$ cat src/rtl/pool_ctrl_pkg.sv
// Shared definitions for the max-pooling frame controller: state encoding,
// counter widths and small width helpers.
package pool_ctrl_pkg;

    // Width of the delivered-frame counter (wraps modulo 2^16).
    localparam int FRAME_CNT_W = 16;

    // Controller states, binary encoded.
    typedef enum logic [2:0] {
        ST_IDLE  = 3'd0,
        ST_LOAD  = 3'd1,
        ST_FLUSH = 3'd2,
        ST_WAIT  = 3'd3,
        ST_OUT   = 3'd4
    } pool_state_t;

    // Column counter width: enough to hold 0..input_width-1, never below 1 bit.
    function automatic int col_cnt_width(input int input_width);
        return (input_width > 1) ? $clog2(input_width) : 1;
    endfunction

    // Wait counter width: must be able to hold the timeout value itself.
    function automatic int wait_cnt_width(input int timeout_cycles);
        return (timeout_cycles > 0) ? $clog2(timeout_cycles + 1) : 1;
    endfunction

endpackage

$ cat src/rtl/maxpool_ctrl.sv
// Frame controller for a column-streaming max-pooling datapath.
// Accepts INPUT_WIDTH columns from upstream and forwards each one to the
// datapath as a shift/compute strobe, then issues one zero-column flush
// strobe, waits for the datapath result strobe and holds the pooled frame
// valid for downstream until it is accepted. A result that never arrives
// raises a sticky timeout flag and abandons the frame.
module maxpool_ctrl
    import pool_ctrl_pkg::*;
#(
    parameter int INPUT_WIDTH    = 40,
    parameter int INPUT_CHANNELS = 8,
    parameter int ACTIV_BITS     = 8,
    parameter int TIMEOUT_CYCLES = 15
) (
    input  logic                                 clk,
    input  logic                                 rst,
    input  logic                                 en,
    input  logic                                 s_valid,
    output logic                                 s_ready,
    input  logic [INPUT_CHANNELS*ACTIV_BITS-1:0] s_col,
    output logic                                 dp_valid,
    output logic [INPUT_CHANNELS*ACTIV_BITS-1:0] dp_col,
    input  logic                                 dp_out_valid,
    output logic                                 m_valid,
    input  logic                                 m_ready,
    output logic                                 busy,
    output logic [FRAME_CNT_W-1:0]               frame_count,
    output logic                                 timeout_err
);

    localparam int COL_BITS = INPUT_CHANNELS * ACTIV_BITS;
    localparam int COL_W    = col_cnt_width(INPUT_WIDTH);
    localparam int WAIT_W   = wait_cnt_width(TIMEOUT_CYCLES);

    localparam logic [COL_W-1:0]  LAST_COL    = COL_W'(INPUT_WIDTH - 1);
    localparam logic [WAIT_W-1:0] TIMEOUT_VAL = WAIT_W'(TIMEOUT_CYCLES);

    pool_state_t            state_reg, state_next;
    logic [COL_W-1:0]       col_cnt_reg, col_cnt_next;
    logic [WAIT_W-1:0]      wait_cnt_reg, wait_cnt_next;
    logic [WAIT_W-1:0]      wait_cnt_inc;
    logic [FRAME_CNT_W-1:0] frame_count_reg, frame_count_next;
    logic                   timeout_err_reg, timeout_err_next;
    logic                   m_valid_reg;

    assign wait_cnt_inc = wait_cnt_reg + 1'b1;

    // State and counter registers; reset discards any partial frame.
    always_ff @(posedge clk) begin
        if (rst) begin
            state_reg       <= ST_IDLE;
            col_cnt_reg     <= '0;
            wait_cnt_reg    <= '0;
            frame_count_reg <= '0;
            timeout_err_reg <= 1'b0;
            m_valid_reg     <= 1'b0;
        end else begin
            state_reg       <= state_next;
            col_cnt_reg     <= col_cnt_next;
            wait_cnt_reg    <= wait_cnt_next;
            frame_count_reg <= frame_count_next;
            timeout_err_reg <= timeout_err_next;
            // m_valid comes straight from a flop so downstream sees no decode glitches.
            m_valid_reg     <= (state_next == ST_OUT);
        end
    end

    // Next-state and counter update logic.
    always_comb begin
        state_next       = state_reg;
        col_cnt_next     = col_cnt_reg;
        wait_cnt_next    = wait_cnt_reg;
        frame_count_next = frame_count_reg;
        timeout_err_next = timeout_err_reg;

        case (state_reg)
            ST_IDLE: begin
                col_cnt_next  = '0;
                wait_cnt_next = '0;
                if (en) begin
                    state_next = ST_LOAD;
                end
            end

            // Every accepted column advances the count; the last one ends loading.
            ST_LOAD: begin
                if (s_valid) begin
                    if (col_cnt_reg == LAST_COL) begin
                        col_cnt_next = '0;
                        state_next   = ST_FLUSH;
                    end else begin
                        col_cnt_next = col_cnt_reg + 1'b1;
                    end
                end
            end

            // Single flush strobe pushes the last real column through the window.
            ST_FLUSH: begin
                wait_cnt_next = '0;
                state_next    = ST_WAIT;
            end

            // Result strobe wins over the timeout on the same cycle.
            ST_WAIT: begin
                if (dp_out_valid) begin
                    wait_cnt_next = '0;
                    state_next    = ST_OUT;
                end else if (wait_cnt_inc == TIMEOUT_VAL) begin
                    wait_cnt_next    = '0;
                    timeout_err_next = 1'b1;
                    state_next       = ST_IDLE;
                end else begin
                    wait_cnt_next = wait_cnt_inc;
                end
            end

            // en only decides whether another frame follows; it never aborts this one.
            ST_OUT: begin
                if (m_ready) begin
                    frame_count_next = frame_count_reg + 1'b1;
                    state_next       = en ? ST_LOAD : ST_IDLE;
                end
            end

            default: begin
                state_next    = ST_IDLE;
                col_cnt_next  = '0;
                wait_cnt_next = '0;
            end
        endcase
    end

    // Per-state datapath and upstream handshake outputs.
    always_comb begin
        s_ready  = 1'b0;
        dp_valid = 1'b0;
        dp_col   = '0;
        busy     = 1'b1;

        case (state_reg)
            ST_IDLE: begin
                busy = 1'b0;
            end
            ST_LOAD: begin
                s_ready  = 1'b1;
                dp_valid = s_valid;
                dp_col   = s_col;
            end
            ST_FLUSH: begin
                dp_valid = 1'b1;
                dp_col   = {COL_BITS{1'b0}};
            end
            ST_WAIT: begin
                dp_valid = 1'b0;
            end
            ST_OUT: begin
                // No strobe here: the datapath output must hold still while offered.
                dp_valid = 1'b0;
            end
            default: begin
                busy = 1'b0;
            end
        endcase
    end

    assign m_valid     = m_valid_reg;
    assign frame_count = frame_count_reg;
    assign timeout_err = timeout_err_reg;

endmodule
$ cat config.mk
export PLATFORM = sky130hd
export DESIGN_NAME = maxpool_ctrl
export DESIGN_NICKNAME = d
export VERILOG_FILES = /design/src/rtl/pool_ctrl_pkg.sv /design/src/rtl/maxpool_ctrl.sv
export SDC_FILE = /design/constraint.sdc
export NUM_CORES = 1
export LEC_CHECK = 0
export CAP_MARGIN = 30
export CORE_ASPECT_RATIO = 1.75
export CORE_MARGIN = 5
export CORE_UTILIZATION = 34
export CTS_CLUSTER_DIAMETER = 150
export DETAILED_ROUTE_END_ITERATION = 7
export GPL_TIMING_DRIVEN = 0
export PLACE_DENSITY = 0.82
export REMOVE_ABC_BUFFERS = 1
export SLEW_MARGIN = 20
export SYNTH_ARGS = -nofsm -noshare
export SYNTH_HDL_FRONTEND = slang
export SYNTH_SLANG_ARGS = --single-unit
$ cat constraint.sdc
create_clock -name clk -period 1.8 [get_ports clk]
set_input_delay 0.18 -clock clk [delete_from_list [all_inputs] [get_ports clk]]
set_output_delay 0.18 -clock clk [all_outputs]
set_load 0.005 [all_outputs]
==> key figures, run 1 <==
Status
  – Status: completed

Critical path
  – Worst path top cell family by delay: simple AND/OR/NAND/NOR gates
  – Max FO, Critical Path: 4
  – Startpoint Class: flip-flop
  – R2R Setup Slk: between 0.015 and 0.02 ns
  – WS Path Type: reg -> reg
  – Worst R2R Path Depth: 6
  – RR Endpoint: state_reg[0]
  – Critical Path RT: about 2.0 ns
  – Critical Path AT: 1.94 ns
  – Largest stage delay, worst path: approximately 0.40 ns
  – RR Startpoint: col_cnt_reg[1]
  – Buffers plus inverters on the worst setup path: 0
  – Type of element capturing the critical path: flip-flop
  – Worst path cell trace: ha_2, nand4b_1, o21ai_2, and3_4, a211oi_2, or3_1
  – Slowest cell on the critical path: or3_1

Layout
  – Number of diodes: 0
  – Leading cell type in the layout, fill and taps excluded: clkdlybuf4s50_1
  – Non-filler cells, final: 502
  – Layout cells sized above 1: 0.244
  – Max reg flops: 16
  – Layout area overhead: 96.0%
  – Final nets: 500
  – Fillers: 497
  – Fin area: 3860 µm²
  – Fin util: 0.691
  – Most frequent cells in the layout: 86 x clkdlybuf4s50_1, 56 x and2_1, 26 x nor2_1, 26 x dfxtp_1, 22 x dlygate4sd2_1

Die
  – Row count: 36
  – Full die area: 7470 µm²
  – Initial core utilization: 0.353
  – Die X-Extent: 67.5 µm
  – Die height: between 100 and 150 µm
  – Core Area: 5590 µm²
  – I/O pins: 155

Timing
  – Hold_ws: a little over 0.4 ns
  – Setup Viol. Count Final: 0
  – Clk_skew: 0.00395 ns
  – Setup ws final: 0.0153 ns
  – Tmin final: 1.78 ns
  – Final setup TNS: 0 ns
  – Worst-Margin Slew: ~0.63 ns
  – Ratio of final minimum period to clock period: 0.992
  – Slew Viols, Final: 0
  – Final Hold Vio Count: 0
  – RSZ-0062 raised after global routing: yes
  – Worst slew margin: 0.580
  – Fmax: 0.560 GHz

Synthesis
  – EDFF count, synth: 0
  – Ys flop type: dfxtp_1
  – Asr flop ratio synth: 0
  – Synth Cell Area: ~2000 µm²
  – Post-Synthesis Cells: 254
  – Yosys reg bits: 31
  – Synth cell types: 41
  – Register area share after synthesis: 0.315
  – Avg Inst Size Synth: 7.75 µm²
  – Synth warn: 0

Clocking
  – Clk slew on worst S/H paths: 0.06 ns
  – Post-cts hold buffer count: 0
  – CTS sink cnt: 31
  – Max clock buf depth: 2
  – Clk_lat worst skew: 0.28 ns
  – Root buf cell: clkbuf_8
  – CTS Buf Count: 5
  – H-Tree Depth: 2
  – CTS tree: yes

Placement
  – Pre-CTS WS: -0.733 ns
  – Buffers on Ports: 154
  – Area after DPL: about 3600 µm²
  – Gp weighted congestion: ~0.86
  – Hpwl dp: 6410 µm
  – Placed Cells: between 400 and 500

Route
  – Vias per inst: 4.94
  – Length of the first detailed-routing pass in iterations: 4
  – Detailed-route DRC error count: 0
  – Routed wire length: between 8000 and 9000 µm
  – Starting DRT DRC Count: 73
  – DR WL/cell: 17.7 µm
  – Routed via count: 2,478
  – Detail Route Antenna Nets: 0

Flow run
  – Max cap viols: 0

Pwr
  – Switching Fraction: 0.297
  – PwrDens: 636 nW/µm²
  – Net Sw Power: 731 µW
  – Comb power frac: 0.490
  – Total power: 2.46 mW
  – P_int: ~1.7 mW
  – Flop pwr share: 0.289
  – Maximum vdd drop: 0.478 mV
  – P_leak: 1.69 nW
  – Clock Power Share: 0.221

Global route
  – Total grt overflow: 0
  – Global Route Usage Sum: 0.220
  – First-pass GRT wire length: roughly 13,000 µm
  – Pin count of the biggest net entering global routing: 34
  – Initial antenna violation count: 0
  – Vias in the first global route: 2,383

Min path
  – Hold path startpoint: rst
  – Hold Crit Class: in -> reg
  – Worst hold path cell count: 2
  – Worst Hold End: frame_count[8]
[logic make-up (layout without fill, tap and decap cells)]
| group | after synthesis | after routing | synth area share |
|---|---|---|---|
| XOR/XNOR | 19 | 19 | 0.0845 |
| buffers and inverters | 18 | 190 | 0.0394 |
| AO/OA/AOI/OAI | 28 | 28 | 0.0890 |
| adder cells (fa/ha/maj) | 4 | 4 | 0.0254 |
| AND/OR/NAND/NOR | 154 | 154 | 0.447 |
| flip-flops | 31 | 31 | 0.315 |
[worst reg2reg max path, delay by kind of cell (launching register included)]
| family | cells | cell delay [ns] |
|---|---|---|
| adders and majority gates | 1 | 0.20 |
| AOI/OAI and AO/OA | 2 | 0.33 |
| and+or+nand+nor | 3 | 0.77 |
| DFF | 1 | 0.35 |
[synth_stat cells (all sizes together), types with 4 or more instances]
| library cell | count | share of area |
|---|---|---|
| nand4 | 4 | 0.013 |
| a21oi | 11 | 0.028 |
| nand2 | 13 | 0.025 |
| xnor2 | 6 | 0.027 |
| nand3 | 8 | 0.020 |
| xor2 | 13 | 0.058 |
| buf | 4 | 0.013 |
| and3 | 8 | 0.025 |
| o21ai | 6 | 0.015 |
| nor3 | 5 | 0.013 |
| nor2b | 7 | 0.022 |
| dfxtp | 31 | 0.32 |
| nor2 | 28 | 0.053 |
| ha | 4 | 0.025 |
| clkbuf | 11 | 0.021 |
| and2 | 64 | 0.20 |
[power groups by stage]
stage,combinational [mW],sequential (mW),clock [mW]
global placement,1.03,0.735,0
CTS,1.12,0.707,0.553
global route,1.29,0.710,0.587
finish,1.20,0.709,0.543
floorplan,0.333,0.731,0
detailed placement,1.06,0.737,0
[cell type report]
type	count	area [µm²]	area share
Clock buffer	6	82.6	0.0214
Clock inverter	1	5.00	0.00130
Inverter	3	11.3	0.00292
Multi-Input combinational cell	205	1390	0.360
Sequential cell	31	634	0.164
Tap cell	76	95.1	0.0246
Timing Repair Buffer	180	1640	0.425
[metal layers]
metal  global-route usage  share of wire  wire length (µm)  vias up
met1                0.242           0.35              3150     1158
met5                    0              0                 0        -
met2                0.380           0.52              4640      107
li1                     -              -                 -     1189
met3               0.0578          0.080               710       24
met4               0.0935          0.044               389        0
[how the worst max path moves through the flow]
stage / from / endpoint / slack (ns) / depth (start not counted)
global route: col_cnt_reg[1] / state_reg[0] / -0.07 / 6
floorplan: state_reg[0] / state_reg[0] / -2.21 / 5
finish: col_cnt_reg[1] / state_reg[0] / 0.02 / 6
global placement: state_reg[0] / state_reg[0] / -4.17 / 5
detailed placement: state_reg[0] / dp_col[21] / -0.73 / 5
CTS: state_reg[0] / dp_valid / -0.09 / 5
[timing repair]
action | 4_1_cts | 5_1_grt
setup endpoints to repair | 75 | 58
resized for setup | 156 | 73
gates cloned | 1 | 1
pin swaps | 3 | 7
setup buffers | 16 | 8
No activity file was read; power rests on OpenSTA's default activity.
==> inputs of run 2 (changes only) <==
Settings changed: CELL_PAD_IN_SITES_DETAIL_PLACEMENT set to 0, CELL_PAD_IN_SITES_GLOBAL_PLACEMENT set to 2, CORE_UTILIZATION 34 to 16, PLACE_DENSITY 0.82 to unset, PLACE_DENSITY_LB_ADDON set to 0.1.
==> run 2 against run 1 <==
The flow now finishes with violations (setup timing). Combinational power shrank 7%. Clock-buffer cell count grew 1. Register-to-register slack gained 0.03 ns. First-iteration DRC count shrank 40%. Global-route usage shrank 9.9 points. Non-clock buffer count grew 9. Cell count grew 20%. Utilization shrank 36 points. Die area grew 97%. Cell area grew 5.0%. Total power grew 11%. Critical path type is now reg -> out. Critical endpoint is now dp_col[58].
==> key figures, run 2 (same netlist as run 1, synthesis figures left out) <==
Status
  – Status: complete, but fails checks
  – Failing checks: setup timing

Pwr
  – PwrDens: approximately 670 nW/µm²
  – Total power: 2.73 mW
  – P_int: between 1.5 and 2 mW
  – Net Sw Power: ~760 µW
  – P_leak: 1.72 nW
  – Clock Power Share: 0.331
  – Comb power frac: 0.409
  – Maximum vdd drop: approximately 0.54 mV
  – Flop pwr share: 0.260
  – Switching Fraction: 0.279

Route
  – Length of the first detailed-routing pass in iterations: 4
  – Routed wire length: 9110 µm
  – Detailed-route DRC error count: 0
  – Detail Route Antenna Nets: 0
  – Routed via count: ~2,400
  – Vias per inst: 3.99
  – DR WL/cell: 15.2 µm
  – Starting DRT DRC Count: 44

Layout
  – Leading cell type in the layout, fill and taps excluded: clkdlybuf4s50_1
  – Layout cells sized above 1: 0.232
  – Multi-input logic area: 1380 µm²
  – Final nets: about 510
  – Fin area: about 4100 µm²
  – Non-filler cells, final: 601
  – Number of diodes: 0
  – Layout area overhead: 106%
  – Max reg flops: 16
  – Register Area: 636 µm²
  – Most frequent cells in the layout: 86 x clkdlybuf4s50_1, 64 x and2_1, 27 x nor2_1
  – Fillers: 1,342

Timing
  – Final Hold Vio Count: 0
  – RSZ-0062 raised after global routing: yes
  – Worst slew margin: 0.573
  – Setup ws final: -0.0286 ns
  – Tmin final: 1.83 ns
  – Setup Viol. Count Final: 5
  – Final setup TNS: -0.101 ns
  – Clk_skew: roughly 0.0047 ns
  – Worst-Margin Slew: between 0.6 and 0.7 ns
  – Ratio of final minimum period to clock period: 1.02
  – Slew Viols, Final: 0
  – Fmax: 0.547 GHz

Clocking
  – Clk slew on worst S/H paths: 0.05 ns
  – Max clock buf depth: 2
  – Post-cts hold buffer count: 0
  – Root buf cell: clkbuf_16
  – CTS Buf Count: 5
  – Clk_lat worst skew: between 0.2 and 0.3 ns
  – CTS tree: yes
  – H-Tree Depth: 2
  – CTS sink cnt: 31

Critical path
  – Type of element capturing the critical path: output port
  – Startpoint Class: flip-flop
  – Slowest cell on the critical path: dfxtp_4
  – Crit-path most repeated cell: buf_6
  – Max FO, Critical Path: 10
  – Worst path top cell family by delay: buffers and inverters
  – WS Path Type: reg -> out
  – Buffers plus inverters on the worst setup path: 6
  – Critical Path AT: 1.65 ns
  – Worst path cell trace: nor3b_4, buf_4, buf_6, buf_8, buf_6, buf_6, and2_1, buf_2
  – Critical Path RT: 1.62 ns
  – Largest stage delay, worst path: 0.35 ns

Die
  – Initial core utilization: 0.163
  – Die height: 157 µm
  – Full die area: 14,700 µm²
  – Core Area: around 12,000 µm²
  – I/O pins: between 150 and 200
  – Row count: 53
  – Die X-Extent: 93.9 µm

Global route
  – Total grt overflow: 0
  – Pin count of the biggest net entering global routing: 34
  – Initial antenna violation count: 0
  – Global Route Usage Sum: 0.121
  – First-pass GRT wire length: 13,500 µm
  – Vias in the first global route: 2,330

Placement
  – Buffers on Ports: 154
  – Placed Cells: 562
  – Area after DPL: ~3700 µm²
  – Hpwl dp: 7350 µm
  – Gp weighted congestion: ~0.73

Min path
  – Hold Crit Class: in -> reg

Flow run
  – Max cap viols: 0
-- run 2: repair_timing --
action | in CTS | in global routing
gates cloned | 0 | 0
pin swaps | 12 | 7
setup endpoints to repair | 84 | 66
setup buffers | 25 | 7
gates resized for setup | 130 | 63
-- run 2: worst paths after layout --
| path | start | to | slack, ns | depth (start not counted) |
|---|---|---|---|---|
| max | state_reg[2] | dp_col[58] | -0.03 | 8 |
| min | rst | frame_count[10] | 0.41 | 2 |
| max reg2reg | state_reg[1] | state_reg[0] | 0.05 | 7 |
| min reg2reg | timeout_err | timeout_err | 0.47 | 2 |
-- run 2: power groups by stage --
stage	clock, mW	combinational, mW	sequential, mW
3_5_place_dp	0	1.09	0.737
2_1_floorplan	0	0.333	0.731
4_1_cts	0.948	1.11	0.707
5_1_grt	0.971	1.22	0.710
6_report	0.903	1.12	0.708
3_3_place_gp	0	1.06	0.737
-- run 2: metrics by stage --
step                hold slack, ns  utilization  setup WS, ns
floorplan                    0.249            -         -2.21
global placement             0.465        0.303         -5.03
detailed placement           0.470        0.306        -0.529
CTS                          0.414        0.334        -0.239
global route                 0.444        0.336        -0.112
finish                       0.406        0.336       -0.0286
-- run 2: routing by layer --
metal	vias to the layer above	GRT usage	routed length, µm
li1	1206	-	-
met1	1074	0.116	3240
met2	110	0.240	4950
met3	8	0.0289	704
met4	0	0.0482	204
met5	-	0	0
-- run 2: final cells by class --
type,count,area share
Clock buffer,7,0.0377
Clock inverter,1,0.00185
Inverter,3,0.00278
Multi-Input combinational cell,205,0.340
Sequential cell,31,0.157
Tap cell,165,0.0509
Timing Repair Buffer,189,0.410
